===== config.mk =====
export PLATFORM = sky130hd
export DESIGN_NAME = led7_scan_driver_flat
export DESIGN_NICKNAME = d
export VERILOG_FILES = /design/src/rtl/led7_scan_driver_pkg.sv /design/src/rtl/led7_scan_driver_if.sv /design/src/rtl/led7_scan_driver_mod_counter.sv /design/src/rtl/led7_scan_driver.sv /design/src/flat_wrapper.sv
export SDC_FILE = /design/constraint.sdc
export NUM_CORES = 1
export LEC_CHECK = 0
export CAP_MARGIN = 10
export CORE_ASPECT_RATIO = 1.4
export CORE_UTILIZATION = 67
export CTS_CLUSTER_DIAMETER = 100
export DETAILED_ROUTE_END_ITERATION = 16
export DONT_BUFFER_PORTS = 1
export HOLD_SLACK_MARGIN = 0.06
export PLACE_DENSITY = 0.87
export SKIP_LAST_GASP = 1
export SLEW_MARGIN = 20
export SYNTH_ARGS = -nofsm -noshare
export SYNTH_HDL_FRONTEND = slang
export SYNTH_SLANG_ARGS = --single-unit
export TNS_END_PERCENT = 50

===== constraint.sdc =====
create_clock -name i_clk -period 5.1 [get_ports i_clk]
set_input_delay 0.765 -clock i_clk [delete_from_list [all_inputs] [get_ports i_clk]]
set_output_delay 0.765 -clock i_clk [all_outputs]
set_load 0.02 [all_outputs]

===== src/rtl/led7_scan_driver_pkg.sv =====
// Shared constants and helpers for the 7-segment scan driver slice.
package led7_scan_driver_pkg;

  // Width of one displayed digit (BCD or hex nibble).
  localparam int NIBBLE_W = 4;

  // All-ones anode pattern; slice off the low NUM_DIGITS bits for "every digit dark".
  localparam logic [31:0] ANODE_OFF = '1;

  // Blink half-period phase: visible digits light, hidden digits with blink set go dark.
  typedef enum logic {
    PHASE_VISIBLE = 1'b0,
    PHASE_HIDDEN  = 1'b1
  } blink_phase_t;

  // Counter width for a modulo-n count; never narrower than one bit.
  function automatic int calc_width(input int n);
    return (n > 1) ? $clog2(n) : 1;
  endfunction

endpackage


===== src/rtl/led7_scan_driver_if.sv =====
// Digit-data and decoder/anode signals between the display producer and the scan driver.
interface led7_scan_driver_if
  import led7_scan_driver_pkg::*;
#(
  parameter int NUM_DIGITS = 4
);

  logic [NIBBLE_W*NUM_DIGITS-1:0] i_digits;
  logic [NUM_DIGITS-1:0]          i_digit_en;
  logic [NUM_DIGITS-1:0]          i_blink;
  logic                           i_update;
  logic [NIBBLE_W-1:0]            o_binary;
  logic                           o_en;
  logic [NUM_DIGITS-1:0]          o_anode;
  logic                           o_frame_start;

  modport master (
    output i_digits, i_digit_en, i_blink, i_update,
    input  o_binary, o_en, o_anode, o_frame_start
  );

  modport slave (
    input  i_digits, i_digit_en, i_blink, i_update,
    output o_binary, o_en, o_anode, o_frame_start
  );

endinterface


===== src/rtl/led7_scan_driver_mod_counter.sv =====
// Modulo-N counter with enable. Exposes the value it will hold after the next
// edge so callers can register outputs without an extra cycle of latency.
module mod_counter
  import led7_scan_driver_pkg::*;
#(
  parameter int N = 4,
  parameter int W = calc_width(N)
) (
  input  logic         clk,
  input  logic         rst_n,
  input  logic         en,
  output logic [W-1:0] count_next,
  output logic         tc
);

  logic [W-1:0] count;

  assign tc = (count == W'(N - 1));

  // Advance when enabled, wrapping to zero from the terminal count.
  always_comb begin
    count_next = count;
    if (en) begin
      count_next = tc ? '0 : count + W'(1);
    end
  end

  // Hold the current count.
  always_ff @(posedge clk or negedge rst_n) begin
    if (!rst_n) begin
      count <= '0;
    end else begin
      count <= count_next;
    end
  end

endmodule


===== src/rtl/led7_scan_driver.sv =====
// Time-multiplexed scan controller feeding led7_decoder: one digit per slot,
// dead-time at the start of each slot, per-digit enable and blink, and digit
// data double-buffered so it only changes on a frame boundary.
module led7_scan_driver
  import led7_scan_driver_pkg::*;
#(
  parameter int NUM_DIGITS   = 4,
  parameter int REFRESH_DIV  = 100000,
  parameter int BLANK_CYCLES = 1000,
  parameter int BLINK_FRAMES = 250
) (
  input logic               i_clk,
  input logic               i_rst_n,
  led7_scan_driver_if.slave bus
);

  localparam int SLOT_W   = calc_width(REFRESH_DIV);
  localparam int IDX_W    = calc_width(NUM_DIGITS);
  localparam int FRAME_W  = calc_width(BLINK_FRAMES);
  localparam int DIGITS_W = NIBBLE_W * NUM_DIGITS;
  localparam logic [NUM_DIGITS-1:0] ALL_OFF = ANODE_OFF[NUM_DIGITS-1:0];

  logic [SLOT_W-1:0]     slot_next;
  logic                  slot_tc;
  logic [IDX_W-1:0]      idx_next;
  logic                  idx_tc;
  logic [FRAME_W-1:0]    frame_next_unused;
  logic                  frame_tc;
  logic                  boundary;

  logic [DIGITS_W-1:0]   shadow_digits;
  logic [NUM_DIGITS-1:0] shadow_en;
  logic [NUM_DIGITS-1:0] shadow_blink;
  logic                  pending;
  blink_phase_t          blink_phase;

  logic                  capture;
  logic [DIGITS_W-1:0]   digits_next;
  logic [NUM_DIGITS-1:0] en_next;
  logic [NUM_DIGITS-1:0] blink_next;
  logic                  pending_next;
  blink_phase_t          phase_next;
  logic [NIBBLE_W-1:0]   nibble_next;
  logic                  lit_next;
  logic [NUM_DIGITS-1:0] anode_next;

  // Cycle position within the current digit slot.
  mod_counter #(.N(REFRESH_DIV), .W(SLOT_W)) u_slot (
    .clk(i_clk), .rst_n(i_rst_n), .en(1'b1),
    .count_next(slot_next), .tc(slot_tc)
  );

  // Which digit is being scanned; steps once per slot.
  mod_counter #(.N(NUM_DIGITS), .W(IDX_W)) u_index (
    .clk(i_clk), .rst_n(i_rst_n), .en(slot_tc),
    .count_next(idx_next), .tc(idx_tc)
  );

  assign boundary = slot_tc & idx_tc;

  // Frames elapsed in the current blink half-period; only its wrap matters.
  mod_counter #(.N(BLINK_FRAMES), .W(FRAME_W)) u_frame (
    .clk(i_clk), .rst_n(i_rst_n), .en(boundary),
    .count_next(frame_next_unused), .tc(frame_tc)
  );

  // Work out the state and output values that take effect on the coming edge.
  always_comb begin
    capture      = boundary & (pending | bus.i_update);
    digits_next  = capture ? bus.i_digits   : shadow_digits;
    en_next      = capture ? bus.i_digit_en : shadow_en;
    blink_next   = capture ? bus.i_blink    : shadow_blink;
    pending_next = ~boundary & (pending | bus.i_update);
    phase_next   = blink_phase;
    if (boundary && frame_tc) begin
      phase_next = (blink_phase == PHASE_VISIBLE) ? PHASE_HIDDEN : PHASE_VISIBLE;
    end
    nibble_next = '0;
    lit_next    = 1'b0;
    anode_next  = ALL_OFF;
    for (int k = 0; k < NUM_DIGITS; k++) begin
      if (idx_next == IDX_W'(k)) begin
        nibble_next = digits_next[k*NIBBLE_W +: NIBBLE_W];
        if ((slot_next >= SLOT_W'(BLANK_CYCLES)) && en_next[k] &&
            !(blink_next[k] && (phase_next == PHASE_HIDDEN))) begin
          lit_next      = 1'b1;
          anode_next[k] = 1'b0;
        end
      end
    end
  end

  // Register shadow data, handshake state and every output.
  always_ff @(posedge i_clk or negedge i_rst_n) begin
    if (!i_rst_n) begin
      shadow_digits     <= '0;
      shadow_en         <= '0;
      shadow_blink      <= '0;
      pending           <= 1'b0;
      blink_phase       <= PHASE_VISIBLE;
      bus.o_binary      <= '0;
      bus.o_en          <= 1'b0;
      bus.o_anode       <= ALL_OFF;
      bus.o_frame_start <= 1'b0;
    end else begin
      shadow_digits     <= digits_next;
      shadow_en         <= en_next;
      shadow_blink      <= blink_next;
      pending           <= pending_next;
      blink_phase       <= phase_next;
      bus.o_binary      <= nibble_next;
      bus.o_en          <= lit_next;
      bus.o_anode       <= anode_next;
      bus.o_frame_start <= boundary;
    end
  end

endmodule


===== src/flat_wrapper.sv =====
// flat-port wrapper written by rule: the top's interface ports become plain ports
module led7_scan_driver_flat import led7_scan_driver_pkg::*;
#(
  parameter int NUM_DIGITS   = 4,
  parameter int REFRESH_DIV  = 100000,
  parameter int BLANK_CYCLES = 1000,
  parameter int BLINK_FRAMES = 250
)
  (i_clk, i_rst_n, bus_i_digits, bus_i_digit_en, bus_i_blink, bus_i_update, bus_o_binary, bus_o_en, bus_o_anode, bus_o_frame_start);
  led7_scan_driver_if #(.NUM_DIGITS(NUM_DIGITS)) bus_i ();
  input logic i_clk;
  input logic i_rst_n;
  input wire logic [$bits(bus_i.i_digits)-1:0] bus_i_digits;
  input wire logic [$bits(bus_i.i_digit_en)-1:0] bus_i_digit_en;
  input wire logic [$bits(bus_i.i_blink)-1:0] bus_i_blink;
  input wire logic [$bits(bus_i.i_update)-1:0] bus_i_update;
  output wire logic [$bits(bus_i.o_binary)-1:0] bus_o_binary;
  output wire logic [$bits(bus_i.o_en)-1:0] bus_o_en;
  output wire logic [$bits(bus_i.o_anode)-1:0] bus_o_anode;
  output wire logic [$bits(bus_i.o_frame_start)-1:0] bus_o_frame_start;
  assign bus_i.i_digits = bus_i_digits;
  assign bus_i.i_digit_en = bus_i_digit_en;
  assign bus_i.i_blink = bus_i_blink;
  assign bus_i.i_update = bus_i_update;
  assign bus_o_binary = bus_i.o_binary;
  assign bus_o_en = bus_i.o_en;
  assign bus_o_anode = bus_i.o_anode;
  assign bus_o_frame_start = bus_i.o_frame_start;
  led7_scan_driver #(.NUM_DIGITS(NUM_DIGITS), .REFRESH_DIV(REFRESH_DIV), .BLANK_CYCLES(BLANK_CYCLES), .BLINK_FRAMES(BLINK_FRAMES)) u_core (.i_clk(i_clk), .i_rst_n(i_rst_n), .bus(bus_i));
endmodule

Word level (Yosys, flattened, before mapping)
Index checks and enable logic that the tools add are counted.
{"block": "classes", "addsub": 3, "order_cmp": 1, "eq_ne": 6, "mux": 29, "n_bitwise": 5, "reduce_logical": 18}
{"op": "4-bit 2-to-1 mux", "n": 6}
{"op": "1-bit 2-to-1 mux", "n": 18}
{"op": "17-bit by 1-bit adder with 17-bit output, second input constant", "n": 1}
{"op": "17-bit equality test, second input constant", "n": 1}
{"op": "17-bit by 10-bit >= comparator with 1-bit output, second input constant", "n": 1}
{"op": "17-bit 2-to-1 mux", "n": 1}
{"op": "16-bit 2-to-1 mux", "n": 1}
{"op": "1-bit logical AND", "n": 13}
{"op": "8-bit by 1-bit adder with 8-bit output, second input constant", "n": 1}
{"op": "8-bit equality test, second input constant", "n": 1}
{"op": "8-bit 2-to-1 mux", "n": 1}
{"op": "2-bit equality test, second input constant", "n": 3}
{"op": "1-bit logical NOT", "n": 4}
{"op": "2-bit 2-to-1 mux", "n": 2}
{"op": "1-bit bitwise AND", "n": 3}
{"op": "2-bit by 1-bit adder with 2-bit output, second input constant", "n": 1}
{"op": "2-bit by 1-bit equality test with 1-bit output, second input constant", "n": 1}
{"op": "2-bit logical NOT", "n": 1}
{"op": "1-bit NOT", "n": 1}
{"op": "1-bit OR", "n": 1}
{"block": "totals", "register_bits": 63, "inputBits": 27, "output_inout_bits": 10, "wordCells": 74}

Logic depth before layout (Yosys ltp)
{"block": "depth", "word_depth": 15, "depth_mapped": 8, "ltp_nobuf": 8}

Hierarchy
From an unflattened synthesis, not the netlist that was laid out.
{"block": "unflattened", "hier_cells": 231, "area_unflattened_um2": 2917.8}
{"module": "led7_scan_driver", "n_inst": 1, "cells_per_inst": 94, "area_per_inst_um2": 1452.6, "seq_area_each_um2": 905.9}
{"module": "mod_counter (u_core.u_slot)", "n_inst": 1, "cells_per_inst": 80, "area_per_inst_um2": 843.3, "seq_area_each_um2": 425.4}
{"module": "mod_counter (u_core.u_frame)", "n_inst": 1, "cells_per_inst": 51, "area_per_inst_um2": 533.0, "seq_area_each_um2": 200.2}
{"module": "mod_counter (u_core.u_index)", "n_inst": 1, "cells_per_inst": 6, "area_per_inst_um2": 88.8, "seq_area_each_um2": 50.0}

Worst setup path before layout
Ideal clock, no wire load.
{"block": "synth_path", "path_type": "reg-to-reg", "start": "register u_core.u_slot.count[5]", "end": "register u_core.bus.o_binary[2]", "setup_time_ns": 0.125, "arrival_time_ns": 2.338, "required_ns": 4.975, "path_slack_ns": 2.637, "path_stages_with_launch": 8, "path_buffers": 1, "synth_period_minus_slack_ns": 2.463, "cell_sequence": "dfrtp_1 or4b_4 nor4_4 nand2_2 buf_6 mux2_2 mux2_2 mux2_2"}
{"block": "synth_via", "word_cells_on_any_way": 13, "classes_between": "4 x eq/ne; 6 x mux; 2 x bitwise; 1 x reduce/logical"}
{"element": "start: declaration", "line_no": "led7_scan_driver_mod_counter.sv:16", "rtl": "logic [W-1:0] count;"}
{"element": "start signal: assignment", "line_no": "led7_scan_driver_mod_counter.sv:33", "rtl": "count <= count_next;"}
{"element": "17-bit equality test", "line_no": "led7_scan_driver_mod_counter.sv:18", "rtl": "assign tc = (count == W'(N - 1));"}
{"element": "1-bit bitwise AND", "line_no": "led7_scan_driver.sv:59", "rtl": "assign boundary = slot_tc & idx_tc;"}
{"element": "1-bit bitwise AND", "line_no": "led7_scan_driver.sv:69", "rtl": "capture = boundary & (pending | bus.i_update);"}
{"element": "16-bit 2-to-1 mux", "line_no": "led7_scan_driver.sv:70", "rtl": "digits_next = capture ? bus.i_digits : shadow_digits;"}
{"element": "net u_core.digits_next[10]", "line_no": "led7_scan_driver.sv:38", "rtl": "logic [DIGITS_W-1:0] digits_next;"}
{"element": "4-bit 2-to-1 mux (2 in a row)", "line_no": "led7_scan_driver.sv:82", "rtl": "if (idx_next == IDX_W'(k)) begin"}
{"element": "net u_core.nibble_next[2]", "line_no": "led7_scan_driver.sv:43", "rtl": "logic [NIBBLE_W-1:0] nibble_next;"}
{"element": "end signal: assignment", "line_no": "led7_scan_driver.sv:111", "rtl": "bus.o_binary <= nibble_next;"}
{"element": "end: declaration", "line_no": "led7_scan_driver_if.sv:24", "rtl": "output o_binary, o_en, o_anode, o_frame_start"}
The timed path passes the listed nets, and every way through them passes these cells.
A chain may end at the register's enable or synchronous reset.

Worst setup path in the final report
{"block": "layout_path", "start": "register u_core.u_slot.count[5]", "end": "register u_core.bus.o_binary[1]"}
{"block": "layout_via", "elab_chain_len": 8, "word_cells_on_any_way": 13, "classes_between": "4 x eq/ne; 6 x mux; 2 x bitwise; 1 x reduce/logical"}
{"element": "17-bit equality test", "line_no": "led7_scan_driver_mod_counter.sv:18"}
{"element": "1-bit bitwise AND", "line_no": "led7_scan_driver.sv:59"}
{"element": "1-bit bitwise AND", "line_no": "led7_scan_driver.sv:69"}
{"element": "16-bit 2-to-1 mux", "line_no": "led7_scan_driver.sv:70"}
{"element": "net u_core.digits_next[1]", "line_no": "led7_scan_driver.sv:38"}
{"element": "4-bit 2-to-1 mux (4 in a row)", "line_no": "led7_scan_driver.sv:82"}
{"element": "net u_core.nibble_next[1]", "line_no": "led7_scan_driver.sv:43"}
The timed path passes the listed nets, and every way through them passes these cells.

==> metrics.md <==
| Metric | Value |
|---|---|
| Fmax | `346 MHz` |
| N_diodes | `0` |
| Synthesized area | `2990 um^2` |
| Clk root buf | `clkbuf_8` |
| DR vias | `about 2k` |
| Total congestion overflow | `0` |
| Status | `finished clean` |
| Critical path type | `reg -> reg` |
| Critical path capture point type | `flop` |
| Top Metal Used | `met4` |
| Initial Util | `between 70% and 80%` |
| Yosys warns | `0` |
| DIE AREA | `about 4700 um^2` |
| Post-CTS Hold Buffers | `0` |
| PortBufs | `0` |
| Final setup skew | `0.0131 ns` |
| Fin nets | `290` |
| Final total power | `just over 900 uW` |
| CP bufs+invs | `0` |
| Most frequent cells in the layout | `dfrtp_1 (59), mux2_2 (28), nor2_1 (19)` |
| Total clock sinks | `63` |
| CP max-delay cell | `or4b_4` |
| Reg clk slew, reported paths | `0.07 ns` |
| Final Hold Viols | `0` |
| PnR worst setup slack | `~2.2 ns` |
| Syn Nets | `roughly 290` |
| Post-synthesis simple-gate area fraction | `between 10% and 20%` |
| Worst-Skew Late Latency | `0.34 ns` |
| Crit path launch | `u_core.u_slot.count[5]` |
| IO Pins | `37` |
| Initial DRC Count | `between 80 and 90` |
| Pre-CTS WS | `2.22 ns` |
| Syn Area/Cell | `11.8 um^2` |
| CTS tree | `done` |
| Peak supply drop | `roughly 200 uV` |
| Residual DRC | `0` |
| Layout cells sized above 1 | `21.6%` |
| Cell Area, Placed | `3020 um^2` |
| Most common cell after layout, fill and taps aside | `dfrtp_1` |
| Largest net degree at the start of global routing | `between 60 and 70` |
| Distinct cells, synth | `45` |
| Largest family of logic cells by synthesized area | `simple AND/OR/NAND/NOR gates` |
| Post-Synth XOR/XNOR Area | `5.87%` |
| ANT nets after route | `0` |
| Initial antenna violation count | `0` |
| Vias in the first global route | `between 2k and 2.5k` |
| Worst EP required | `approximately 5.3 ns` |
| Setup TNS | `0 ns` |
| Post-Syn Instances | `around 250` |
| Top post-synthesis cells by area | `dfrtp_1 (49%), mux2_2 (11%), xnor2_1 (3.8%)` |
| Synthesis-to-layout area growth | `7.50%` |
| Critical Path Fanout Max | `20` |
| Max Cap Viol | `0` |
| Hold Crit Class | `in -> async` |
| Mux share of post-synthesis cell area | `a little over an eighth` |
| Routed WL | `around 5500 um` |
| Most frequent CP cell | `mux2_2` |
| Met3 Wirelength | `around 260 um` |
| Post-CTS Repair Setup Buffers | `0` |
| Synth top area share | `49.4%` |
| Finished layout cell area | `3210 um^2` |
| Clock Path Buffers | `2` |
| Reg2Reg Depth | `6` |
| CP cell instances | `or4b_4 -> nor4_4 -> nand2_2 -> mux2_2 -> mux2_2 -> mux2_2` |
| # rows | `28` |
| Final Max Slew Viols | `0` |
| Core Util, Final | `75.7%` |
| CP arrival | `roughly 3.1 ns` |
| Post-cts repair resize count | `0` |
| CP top delay family | `simple AND/OR/NAND/NOR gates` |
| DP HPWL | `3640 um` |
| Wire length on met2 | `roughly 3000 um` |
| Area leader, netlist | `dfrtp_1` |
| Drt pass-1 iters | `4` |
| Final setup viols | `0` |
| Fin crit period | `roughly 2.9 ns` |
| CP startpoint kind | `flop` |
| Die height | `slightly above 80 um` |
| Leakage | `between 0.0015 and 0.002 uW` |
| Core region area | `between 4000 and 5000 um^2` |
| Power density over the cells | `about 290 nW/um^2` |
| Gpl congestion | `0.835` |
| Tcrit/Tclk final | `about 57%` |
| H-tree levels | `3` |
| Routed WL per cell | `about 17 um` |
| All-Layer GR Usage | `approximately a quarter` |
| Via/cell ratio | `between 6 and 7` |
| Post-synthesis register bit count | `63` |
| Die W | `approximately 60 um` |
| M1 WL | `~2100 um` |
| Worst-margin pin slew | `around 0.62 ns` |
| RSZ-0062 raised after global routing | `no` |
| Max stage delay on crit path | `~0.57 ns` |
| Max_slew headroom | `approximately three fifths` |
| Synth Area in Compound Gates | `7.04%` |
| CTS Buf Count | `9` |
| R2R Path Start | `u_core.u_slot.count[5]` |
| Post-Synth Adder-Cell Area | `under 10%` |
| First-pass GRT wire length | `9000 um` |
| Crit. path cell count | `6` |
| Sequential element share of the synthesized area | `53.0%` |
==> routing by layer <==
| layer | vias to the layer above | global-route usage (%) |
|---|---|---|
| met1 | 983 | 28.0 |
| li1 | 925 | - |
| met2 | 58 | 46.2 |
| met4 | 0 | 11.7 |
| met5 | - | 0 |
| met3 | 12 | 8.28 |
==> per-stage QoR <==
stage / hold slack (ns) / cells
floorplan: 0.433 / 254
global placement: 0.443 / 308
detailed placement: 0.458 / 308
CTS: 0.0981 / 324
global route: 0.0949 / 324
finish: 0.113 / 324
==> worst paths after layout <==
| kind | endpoint | slack (ns) |
|---|---|---|
| min reg2reg | u_core.u_slot.count[0] | 0.46 |
| max | u_core.bus.o_binary[1] | 2.21 |
| max in group asynchronous | u_core.bus.o_anode[2] | 4.79 |
| max reg2reg | u_core.bus.o_binary[1] | 2.21 |
| min in group i_clk | u_core.u_slot.count[0] | 0.46 |
| min | u_core.shadow_digits[2] | 0.11 |
==> synth_stat cells (all sizes together) <==
master and count:
a211oi 4, a21oi 2, a22o 2, a31o 1, a31oi 1, and2 1, and3 2, and4 3
and4b 1, buf 4, clkbuf 2, dfrtp 59, dfstp 4, ha 4, inv 14, mux2 28
mux2i 6, nand2 17, nand3 9, nand4 10, nand4b 2, nor2 19, nor3 6, nor4 5
nor4b 2, o211a 2, o211ai 5, o21ai 9, o21bai 1, o31a 1, o31ai 1, o41a 1
or3 3, or4 1, or4b 2, xnor2 13, xor2 7
==> flip-flops by register name, summed over array words and instances, names as in the netlist, 2 cells and up <==
register              flops
u_core.bus.o_binary       4
u_core.shadow_blink       4
u_core.shadow_en          4
u_core.shadow_digits     16
u_core.u_index.count      2
u_core.bus.o_anode        4
u_core.u_frame.count      8
u_core.u_slot.count      17
==> cell type report <==
class                   instances  area, um^2
well taps                      60        75.1
inverters                      14        52.6
multi-input cells             171        1310
fillers                       280        1030
flip-flops and latches         63        1580
clock buffers                  10         128
clock inverters                 6        61.3
==> power by group <==
part                switching (uW)  total, uW  internal [uW]
combinational  0.00000000000000762      0.270          0.270
sequential     0.00000000000000879        500            500
clock                          193        417            224
==> kinds of logic after synthesis <==
kind of cell / after synthesis
XOR/XNOR: 20
multiplexers: 34
adder cells (fa/ha/maj): 4
flip-flops: 63
AND/OR/NAND/NOR: 83
AO/OA/AOI/OAI: 30
buffers and inverters: 20
Note: power is estimated with default switching activity, not from simulation.
